[src/rtl/ifu_prefetch.sv]
// rtl/ifu_prefetch.sv - instruction prefetch buffer with jump folding, conditional-jump stall and end-of-program halt
module ifu_prefetch #(
  parameter int          ADDR_W  = 8,
  parameter int          INSTR_W = 16,
  parameter int          DEPTH   = 4,
  parameter logic [3:0]  EOP     = 4'd15,
  parameter logic [3:0]  JMP     = 4'd14,
  parameter logic [3:0]  JMPS    = 4'd13
) (
  input  logic               clock,
  input  logic               reset_n,
  input  logic               fetch_enable_i,
  output logic               mem_req_o,
  output logic [ADDR_W-1:0]  mem_addr_o,
  input  logic [INSTR_W-1:0] mem_rdata_i,
  output logic [INSTR_W-1:0] instr_o,
  output logic               instr_valid_o,
  input  logic               instr_ready_i,
  input  logic               exec_idle_i,
  input  logic               cf_i,
  output logic               halt_o,
  output logic [1:0]         halt_cause_o
);
  localparam int PW = $clog2(DEPTH);
  localparam int CW = PW + 1;
  localparam logic [ADDR_W-1:0] LAST_ADDR = '1;

  typedef enum logic [1:0] {RUN, WAIT_CF, DRAIN, HALT} state_t;
  state_t state, state_nx;

  logic [INSTR_W-1:0] fifo [DEPTH];
  logic [PW-1:0]      rd_ptr, wr_ptr;
  logic [CW-1:0]      count, count_nx;
  logic [ADDR_W-1:0]  pc, req_pc, rv_addr, jmps_addr;
  logic               rvalid, rvalid_nx;
  logic [INSTR_W-1:0] head;
  logic [3:0]         head_op, ret_op;
  logic               empty, head_marker, ret, ret_jmp, ret_jmps, ret_eop;
  logic               push, pop, resolve, issue, halt_eop, halt_eom;

  always_comb begin
    head          = fifo[rd_ptr];
    head_op       = head[INSTR_W-1 -: 4];
    empty         = (count == '0);
    head_marker   = !empty && (head_op == JMPS || head_op == EOP);
    instr_valid_o = (state != HALT) && !empty && !head_marker;
    instr_o       = instr_valid_o ? head : '0;

    // rvalid marks the cycle in which mem_rdata_i carries the word of the previous request
    ret      = rvalid && (state != HALT);
    ret_op   = mem_rdata_i[INSTR_W-1 -: 4];
    ret_jmp  = ret && (ret_op == JMP);
    ret_jmps = ret && (ret_op == JMPS);
    ret_eop  = ret && (ret_op == EOP);

    push     = ret && !ret_jmp;
    pop      = instr_valid_o && instr_ready_i;
    resolve  = (state == WAIT_CF) && !empty && (head_op == JMPS) && exec_idle_i;
    halt_eop = (state == DRAIN) && !empty && (head_op == EOP) && exec_idle_i;
    halt_eom = (state == DRAIN) && empty && !rvalid && !mem_req_o && exec_idle_i;

    count_nx  = count + CW'(push) - CW'(pop) - CW'(resolve);
    rvalid_nx = mem_req_o && !(ret_jmp || ret_jmps || ret_eop);

    state_nx = state;
    req_pc   = pc;
    case (state)
      RUN, DRAIN: begin
        if (ret_jmp) begin
          state_nx = RUN;
          req_pc   = mem_rdata_i[ADDR_W-1:0];
        end else if (ret_jmps) begin
          state_nx = WAIT_CF;
        end else if (ret_eop) begin
          state_nx = DRAIN;
        end else if (halt_eop || halt_eom) begin
          state_nx = HALT;
        end
      end
      WAIT_CF: begin
        if (resolve) begin
          if (cf_i) begin
            state_nx = RUN;
            req_pc   = head[ADDR_W-1:0];
          end else if (jmps_addr == LAST_ADDR) begin
            state_nx = DRAIN;
          end else begin
            state_nx = RUN;
            req_pc   = jmps_addr + 1'b1;
          end
        end
      end
      default: ;
    endcase

    // occupancy counts buffered entries plus the read still outstanding after this edge
    issue = (state_nx == RUN) && fetch_enable_i &&
            (({1'b0, count_nx} + (CW+1)'(rvalid_nx)) < (CW+1)'(DEPTH));
  end

  always_ff @(posedge clock) begin
    if (push) fifo[wr_ptr] <= mem_rdata_i;
  end

  always_ff @(posedge clock or negedge reset_n) begin
    if (!reset_n) begin
      state        <= RUN;
      pc           <= '0;
      rd_ptr       <= '0;
      wr_ptr       <= '0;
      count        <= '0;
      rvalid       <= 1'b0;
      rv_addr      <= '0;
      jmps_addr    <= '0;
      mem_req_o    <= 1'b0;
      mem_addr_o   <= '0;
      halt_o       <= 1'b0;
      halt_cause_o <= 2'b00;
    end else begin
      state     <= (issue && req_pc == LAST_ADDR) ? DRAIN : state_nx;
      count     <= count_nx;
      rvalid    <= rvalid_nx;
      rv_addr   <= mem_addr_o;
      mem_req_o <= issue;
      if (issue) begin
        mem_addr_o <= req_pc;
        pc         <= (req_pc == LAST_ADDR) ? req_pc : req_pc + 1'b1;
      end else begin
        pc <= req_pc;
      end
      if (push) wr_ptr <= wr_ptr + 1'b1;
      if (pop || resolve) rd_ptr <= rd_ptr + 1'b1;
      if (ret_jmps) jmps_addr <= rv_addr;
      if (state_nx == HALT && state != HALT) begin
        halt_o       <= 1'b1;
        halt_cause_o <= halt_eop ? 2'b01 : 2'b10;
      end
    end
  end
endmodule

[config.mk]
export PLATFORM = sky130hd
export DESIGN_NAME = ifu_prefetch
export DESIGN_NICKNAME = d
export VERILOG_FILES = /design/src/rtl/ifu_prefetch.sv
export SDC_FILE = /design/constraint.sdc
export NUM_CORES = 1
export LEC_CHECK = 0
export BUFFER_PORTS_ARGS = -buffer_cell sky130_fd_sc_hd__buf_2
export CAP_MARGIN = 0
export CORE_ASPECT_RATIO = 0.5
export CORE_MARGIN = 1.5
export CORE_UTILIZATION = 40
export CTS_CLUSTER_DIAMETER = 60
export CTS_CLUSTER_SIZE = 14
export DETAILED_ROUTE_END_ITERATION = 12
export GPL_ROUTABILITY_DRIVEN = 0
export HOLD_SLACK_MARGIN = 0.12
export SLEW_MARGIN = 20
export SYNTH_ARGS = -nofsm -noshare
export SYNTH_HDL_FRONTEND = slang
export SYNTH_SLANG_ARGS = --single-unit
[constraint.sdc]
create_clock -name clock -period 4.4 [get_ports clock]
set_input_delay 1.32 -clock clock [delete_from_list [all_inputs] [get_ports clock]]
set_output_delay 1.32 -clock clock [all_outputs]
set_load 0.005 [all_outputs]
* Word-level counts from Yosys, hierarchy flattened
Memories as Yosys holds them, arrays and structs flattened.
Cells that the tools add are included.
** Word-level totals
- Register bits after elaboration :: 46
- Latch bits :: 0
- Bits in writable memories :: 64
- ROM bits :: 0
- Input bits :: 22
- Memories :: 1
** Memories
- fifo :: depth 4, bits a word 16, rd ports 1, clocked after memory_dff 0, write ports 1, RTL line 31 : logic [INSTR_W-1:0] fifo [DEPTH];
** Cells by class
- Add/sub/neg operators :: 8
- Multiply operators :: 0
- Divide/modulo/power cells :: 0
- Order comparisons :: 1
- Eq/ne operators :: 11
- Shift operators :: 0
- Muxes and demuxes :: 20
- Bitwise logic cells :: 0
- Reduce and logical (&&, ||, !) cells :: 39
** Operators by type and width (number)
- two-way mux 8 bit :: 6
- logical AND 1 bit :: 24
- == test 4 bit, second input constant :: 5
- two-way mux 2 bit :: 9
- adder 8 x 1 -> 8 bit, second input constant :: 2
- == test 8 bit, second input constant :: 2
- two-way mux 16 bit :: 1
- one-hot mux 8 bit (2 select lines) :: 1
- zero test 1 bit :: 6
- subtractor 3 x 1 -> 3 bit :: 2
- logical OR 1 bit :: 5
- adder 2 x 1 -> 2 bit, second input constant :: 2
- adder 3 x 1 -> 4 bit :: 1
- == test 2 bit, second input constant :: 2
- zero test 2 bit :: 2
- < comparator 4 x 3 -> 1 bit, second input constant :: 1
- one-hot mux 2 bit (2 select lines) :: 1
- adder 3 x 1 -> 3 bit :: 1
- zero test 3 bit :: 1
- == test 2 x 1 -> 1 bit, second input constant :: 1
- two-way mux 1 bit :: 2
- inequality test 2 bit, second input constant :: 1
- OR reduction 2 bit :: 1

* Longest topological paths before layout
Gate-level depths: netlist (run 1).
- Word-level depth :: 16
- Gate-level depth with buffers :: 19
- Depth with buffers taken out :: 17

* Worst setup path before layout (run 1)
Ideal clock, no wire load.
- Kind :: input port to flip-flop
- Start :: input port exec_idle_i
- End :: register pc[7]
- Setup time :: 127 ps
- Data arrival time :: 3966 ps
- Data required time :: 4273 ps
- Setup slack :: 307 ps
- Stages on the path :: 13
- Buffers on the path :: 0
- Cell sequence :: nand2b_4 > nor3_4 > fa_1 > inv_1 > ha_1 > ha_1 > xor2_1 > xnor2_1 > nand3_1 > or3b_1 > nor4b_2 > nand3b_1 > mux2_1
** Between the ends
- Longest elaborated chain between the ends :: 11
** RTL lines
- start: declaration :: RTL line 19 : input logic exec_idle_i,
- branches (longest 10 deep; another with adder 3 x 1 -> 4 bit)
- two-way mux 8 bit (*) :: RTL line 125 : if (issue) begin
- end signal: assignment :: RTL line 127 : pc <= (req_pc == LAST_ADDR) ? req_pc : req_pc + 1'b1;
- end signal: assignment :: RTL line 129 : pc <= req_pc;
- end: declaration :: RTL line 34 : logic [ADDR_W-1:0] pc, req_pc, rv_addr, jmps_addr;
Every way passes the cells marked *.
A chain may end at the register's enable or synchronous reset.

* Final worst setup path (run 1)
- Start :: register rd_ptr[0]
- End :: register pc[7]
** Between the ends
- Longest elaborated chain between the ends :: 14
** RTL lines
- start: declaration :: RTL line 32 : logic [PW-1:0] rd_ptr, wr_ptr;
- start signal: assignment :: RTL line 132 : if (pop || resolve) rd_ptr <= rd_ptr + 1'b1;
- memory (4 x 16 bit) (*)
- branches (longest 12 deep; another with adder 3 x 1 -> 4 bit)
- two-way mux 8 bit (*) :: RTL line 125
Marked as above.

==> results of run 1 <==
==> sequential cells by signal (all words and copies together) (netlist names), 3 cells and up <==
| signal | count |
|---|---|
| jmps_addr | 8 |
| mem_addr_o | 8 |
| count | 3 |
| pc | 8 |
| rv_addr | 8 |
| fifo | 64 |
==> worst max-delay path by stage <==
stage	start	endpoint	slack, ns	cells past startpoint
5_1_grt	rd_ptr[0]	pc[7]	0.04	17
3_3_place_gp	exec_idle_i	pc[4]	0.19	15
2_1_floorplan	exec_idle_i	pc[7]	0.31	13
6_report	rd_ptr[0]	pc[7]	0.30	15
3_5_place_dp	exec_idle_i	pc[4]	0.14	15
4_1_cts	rd_ptr[0]	pc[4]	0.19	16
==> cell families after synthesis <==
| logic type | after synthesis | share of synthesized area |
|---|---|---|
| buffers and inverters | 29 | 0.02426 |
| AO/OA/AOI/OAI | 47 | 0.06952 |
| AND/OR/NAND/NOR | 103 | 0.1193 |
| multiplexers | 37 | 0.1191 |
| XOR/XNOR | 10 | 0.01770 |
| flip-flops | 110 | 0.6208 |
| adder cells (fa/ha/maj) | 11 | 0.02932 |
==> synth_stat cells, types with 3 or more instances <==
master    count  area share
edfxtp_1     64        0.39
dfrtp_1      46        0.23
nand2_1      29       0.022
inv_1        16       0.012
mux4_2       16       0.073
nor2_1       15       0.011
mux2_2       13       0.030
nand3_1      12       0.012
nor2b_1      11       0.014
o21ai_0      11       0.011
ha_1         10       0.025
and2_1        9       0.011
a21oi_1       7      0.0071
xnor2_1       7       0.012
clkbuf_1      6      0.0045
mux2i_1       6       0.012
nor3_1        5      0.0051
a222oi_1      4      0.0081
o31ai_1       4      0.0061
buf_2         3      0.0030
nand2b_1      3      0.0038
or3_1         3      0.0038
xor2_1        3      0.0053
==> worst register-to-register path, stage by stage (launching register included) <==
cell,delay (ns)
dfrtp_2,0.44
buf_4,0.21
mux4_2,0.55
nand2b_4,0.20
nor3_4,0.16
fa_1,0.45
inv_1,0.07
ha_1,0.14
ha_1,0.16
xor2_1,0.18
xnor2_1,0.16
nand3_1,0.09
or3b_1,0.42
nor4b_2,0.30
nand3b_1,0.13
mux2_1,0.32
==> routing by layer <==
| layer | vias up | GRT usage | share of wire |
|---|---|---|---|
| met3 | 11 | 0.04091 | 0.050 |
| met4 | 0 | 0.04860 | 0.011 |
| met2 | 80 | 0.2535 | 0.43 |
| met1 | 1518 | 0.2379 | 0.50 |
| li1 | 1444 | - | - |
| met5 | - | 0 | 0 |
==> cell usage in the layout, fill, tap and decap left out, types with 11 or more instances in the layout <==
master,netlist,final
mux2_2,13,13
edfxtp_1,64,64
nand2_1,29,29
buf_4,0,22
inv_1,16,16
dfrtp_1,46,45
mux4_2,16,16
nand3_1,12,12
nor2b_1,11,11
o21ai_0,11,11
buf_2,3,49
nor2_1,15,15
==> through the flow <==
| step | worst slack (ns) | hold WS [ns] | cell area (um2) | total power, mW | cells |
|---|---|---|---|---|---|
| 2_1_floorplan | 0.3070 | 0.3907 | 4950 | 1.993 | 347 |
| 3_3_place_gp | 0.1925 | 0.3889 | 5512 | 2.373 | 572 |
| 3_5_place_dp | 0.1377 | 0.3940 | 5512 | 2.375 | 572 |
| 4_1_cts | 0.1931 | 0.4099 | 5837 | 3.234 | 588 |
| 5_1_grt | 0.04319 | 0.4164 | 5846 | 3.408 | 588 |
| 6_report | 0.2964 | 0.4036 | 5846 | 3.206 | 588 |
==> timing repair <==
| item | in CTS | in global routing |
|---|---|---|
| gates resized for setup | 0 | 2 |
| hold endpoints to repair | 0 | 0 |
| endpoints found under the setup margin | 0 | 4 |
==> final cells by class <==
class,instances,share of cell area
sequential,110,0.5259
multi-input combinational,208,0.3014
timing repair buffer,71,0.07021
clock buffer,9,0.03853
tap,165,0.03532
clock inverter,7,0.01712
inverter,18,0.01156
==> power groups by stage <==
stage / sequential [mW] / combinational (mW) / clock [mW]
final: 1.34 / 1.01 / 0.859
after global routing: 1.36 / 1.13 / 0.927
after CTS: 1.34 / 1.02 / 0.875
after detailed placement: 1.36 / 1.02 / 0
after global placement: 1.36 / 1.02 / 0
after floorplan: 1.31 / 0.685 / 0
==> out/qor.csv, run 1 <==
metric,value,unit
status,completed,
PwrDens,548.5,mW/mm2
Worst R2R Start,rd_ptr[0],
wire per inst,17.65,um
routed vias/inst,5.192,
number of global-route vias before repair,2927,
switch share,0.3224,
core area,0.01195,mm2
layout net count,451,
hpwl dp,7.589,mm
ys async rst share,0.4182,
Setup Buffers After CTS,0,
Mapped Avg Cell Area,14.26,um2
part of the power in registers,0.417,
FF-to-FF End,pc[7],
worst min-delay path category,reg -> reg,
FMAX,243.7,MHz
RSZ-0062 raised after global routing,no,
grt ovf,0,
share of cells above drive strength 1,0.3002,
Routed WL,10.38,mm
P&R area growth vs syn,18.10,%
Detail Route Antenna Nets,0,
setup violators final,0,
startpoint class of the critical path,register,
Yosys warning count,0,
DRT iter0 DRCs,191,
measured slew at the worst slew-check pin,0.7615,ns
Pre-antenna DRT Iters,5,
period utilisation layout,0.9326,
post-synth cell types,59,
CTS buffer count,9,
clock root cell,clkbuf_16,
final core occ,0.4893,
Clock Latency Late Sink,0.35,ns
hold bufs inserted after CTS,0,
CTS clock-pin slew for the worst setup and hold paths,0.08,ns
"Largest stage delay, worst path",0.55,ns
I/O Pins,51,
Critical-path top delay cell,mux4_2,
crit-path leading delay family,simple AND/OR/NAND/NOR gates,
clock share of power,0.268,
Final Critical Period,4.104,ns
#FFs+latches synth,110,
ANT cells,0,
multi-input gate area in the final layout,0.001762,mm2
IO buf count,50,
sequential share of the synthesized area,0.6208,
CTS tree,yes,
largest net degree at the start of global routing,47,
Die ar.,0.01309,mm2
Post-Syn Instances,347,
Die W,160.3,um
Filler cells,1058,
effective utilization at floorplan,0.4143,
clock sink total,110,
cell-internal power,2.173,mW
Final Hold Viols,0,
Worst slew margin,0.4876,
min-delay src,mem_addr_o[1],
Post-synth EDFFs,64,
Die H,81.66,um
logic gate share of total power,0.315,
max cap viols,0,
Switch Pwr,1.034,mW
CP endpoint kind,register,
first-pass GRT wire length,16.15,mm
Critical Path AT,4.33,ns
register area,0.003074,mm2
Leakage,2.402,nW
vias,3053,
GRT Total Usage,0.1664,
initial antenna violation count,1,
Peak VDD IR,0.0002292,V
Synth Cell Area,0.004950,mm2
Final Max Slew Viols,0,
row count,28,
WP buf/inv,2,
net count after synthesis,380,
commonest register cell after synthesis,edfxtp_1,
most frequent CP cell,ha_1,
hold path endpoint,rv_addr[1],
H-tree levels,3,
critical path cell sequence,"buf_4, mux4_2, nand2b_4, nor3_4, fa_1, inv_1, ha_1, ha_1, xor2_1, xnor2_1, nand3_1, or3b_1, nor4b_2, nand3b_1, mux2_1",
depth of the worst hold-timing path,0,
total negative slack,0,ns
clock skew,0.01086,ns
DR DRC count,0,
Worst EP required,4.63,ns
Crit Path Category,reg -> reg,
Critical Path Fanout Max,7,
flop2flop setup slack,0.30,ns
Worst Reg-to-Reg Cells,15,
maximum clock insertion buffer count,2,
Note: power is estimated with default switching activity, not from simulation.
==> run 2: changes to the inputs <==
- CTS_BUF_LIST: not set -> sky130_fd_sc_hd__clkbuf_4 sky130_fd_sc_hd__clkbuf_8
==> out/qor.csv, run 2 (synthesis results as in run 1) <==
metric,value,unit
Critical-path top delay cell,mux4_2,
Crit Path Category,reg -> reg,
DRT iter0 DRCs,158,
hold_ws,0.4121,ns
PnR worst setup slack,0.2919,ns
most frequent CP cell,ha_1,
vias,3009,
layout net count,451,
pre-CTS WS,0.1377,ns
number of global-route vias before repair,2900,
FMAX,243.4,MHz
setup violators final,0,
CTS clock-pin slew for the worst setup and hold paths,0.11,ns
"Largest stage delay, worst path",0.56,ns
Final Max Slew Viols,0,
Worst slew margin,0.4835,
ANT cells,0,
maximum clock insertion buffer count,2,
RSZ-0062 raised after global routing,no,
Peak VDD IR,0.0001905,V
clock sink total,110,
PwrDens,522.3,mW/mm2
Die ar.,0.01309,mm2
I/O Pins,51,
core area,0.01195,mm2
Die H,81.66,um
critical path cell sequence,"buf_4, mux4_2, nand2b_4, nor3_4, fa_1, inv_1, ha_1, ha_1, xor2_1, xnor2_1, nand3_1, or3b_1, nor4b_2, nand3b_1, mux2_1",
row count,28,
register area,0.003074,mm2
Routed WL,10.34,mm
DR DRC count,0,
IO buf count,50,
measured slew at the worst slew-check pin,0.7677,ns
effective utilization at floorplan,0.4143,
worst min-delay path category,reg -> reg,
Pre-antenna DRT Iters,4,
clock skew,0.01684,ns
status,completed,
max cap viols,0,
P&R area growth vs syn,16.05,%
wire per inst,17.59,um
share of cells above drive strength 1,0.3002,
max reg flops,64,
clock root cell,clkbuf_8,
multi-input gate area in the final layout,0.001762,mm2
Final Critical Period,4.108,ns
Biggest register,fifo,
hpwl dp,7.589,mm
total power draw,3.000,mW
first-pass GRT wire length,16.01,mm
total negative slack,0,ns
startpoint class of the critical path,register,
CTS buffer count,9,
Critical Path AT,4.37,ns
Worst EP required,4.66,ns
Critical Path Fanout Max,7,
Die W,160.3,um
WP buf/inv,2,
CP endpoint kind,register,
most frequent cells in the layout,"64 x edfxtp_1, 49 x buf_2, 45 x dfrtp_1",
Detail Route Antenna Nets,0,
hold bufs inserted after CTS,0,
crit-path leading delay family,simple AND/OR/NAND/NOR gates,
period utilisation layout,0.9336,
Filler cells,1073,
"commonest non-fill, non-tap cell in the layout",edfxtp_1,
Final Hold Viols,0,
Leakage,2.356,nW
GRT Total Usage,0.1657,
Setup Buffers After CTS,0,
initial antenna violation count,1,
H-tree levels,3,
cts repair resizes,0,
final core occ,0.4808,
largest net degree at the start of global routing,47,
grt ovf,0,
routed vias/inst,5.117,
CTS tree,yes,
Clock Latency Late Sink,0.38,ns
==> run 2: cell counts in the layout (fill, tap and decap cells not counted) <==
No cell type changed its count.
==> run 2: through the flow <==
stage	cells	instance area, um2
2_1_floorplan	347	4950
3_3_place_gp	572	5512
3_5_place_dp	572	5512
4_1_cts	588	5736
5_1_grt	588	5744
6_report	588	5744
==> run 2: metal layers <==
metal  wire length [um]  global-route usage
met4                 61             0.04299
met1               5206              0.2347
met2               4542              0.2539
met5                  0                   0
met3                530             0.04545
==> run 2: final cells by class <==
cell class,instances,share of cell area
flip-flops and latches,110,0.5352
inverters,18,0.01176
well taps,165,0.03594
multi-input cells,208,0.3067
clock inverters,7,0.01743
clock buffers,9,0.02156
repair buffers,71,0.07144
==> run 2: report_power, final <==
| group | switching (mW) | internal [mW] |
|---|---|---|
| logic | 0.529 | 0.482 |
| registers | 0.107 | 1.23 |
| clock network | 0.371 | 0.283 |
| total | 1.01 | 1.99 |
==> run 2: final timing paths <==
kind	start	to	slack, ns	cells after the start
min	mem_addr_o[5]	rv_addr[5]	0.41	0
max	rd_ptr[0]	pc[7]	0.29	15
max reg2reg	rd_ptr[0]	pc[7]	0.29	15
max in group asynchronous	reset_n	rd_ptr[0]	3.04	1
min reg2reg	mem_addr_o[5]	rv_addr[5]	0.41	0
min in group asynchronous	reset_n	halt_o	0.94	1
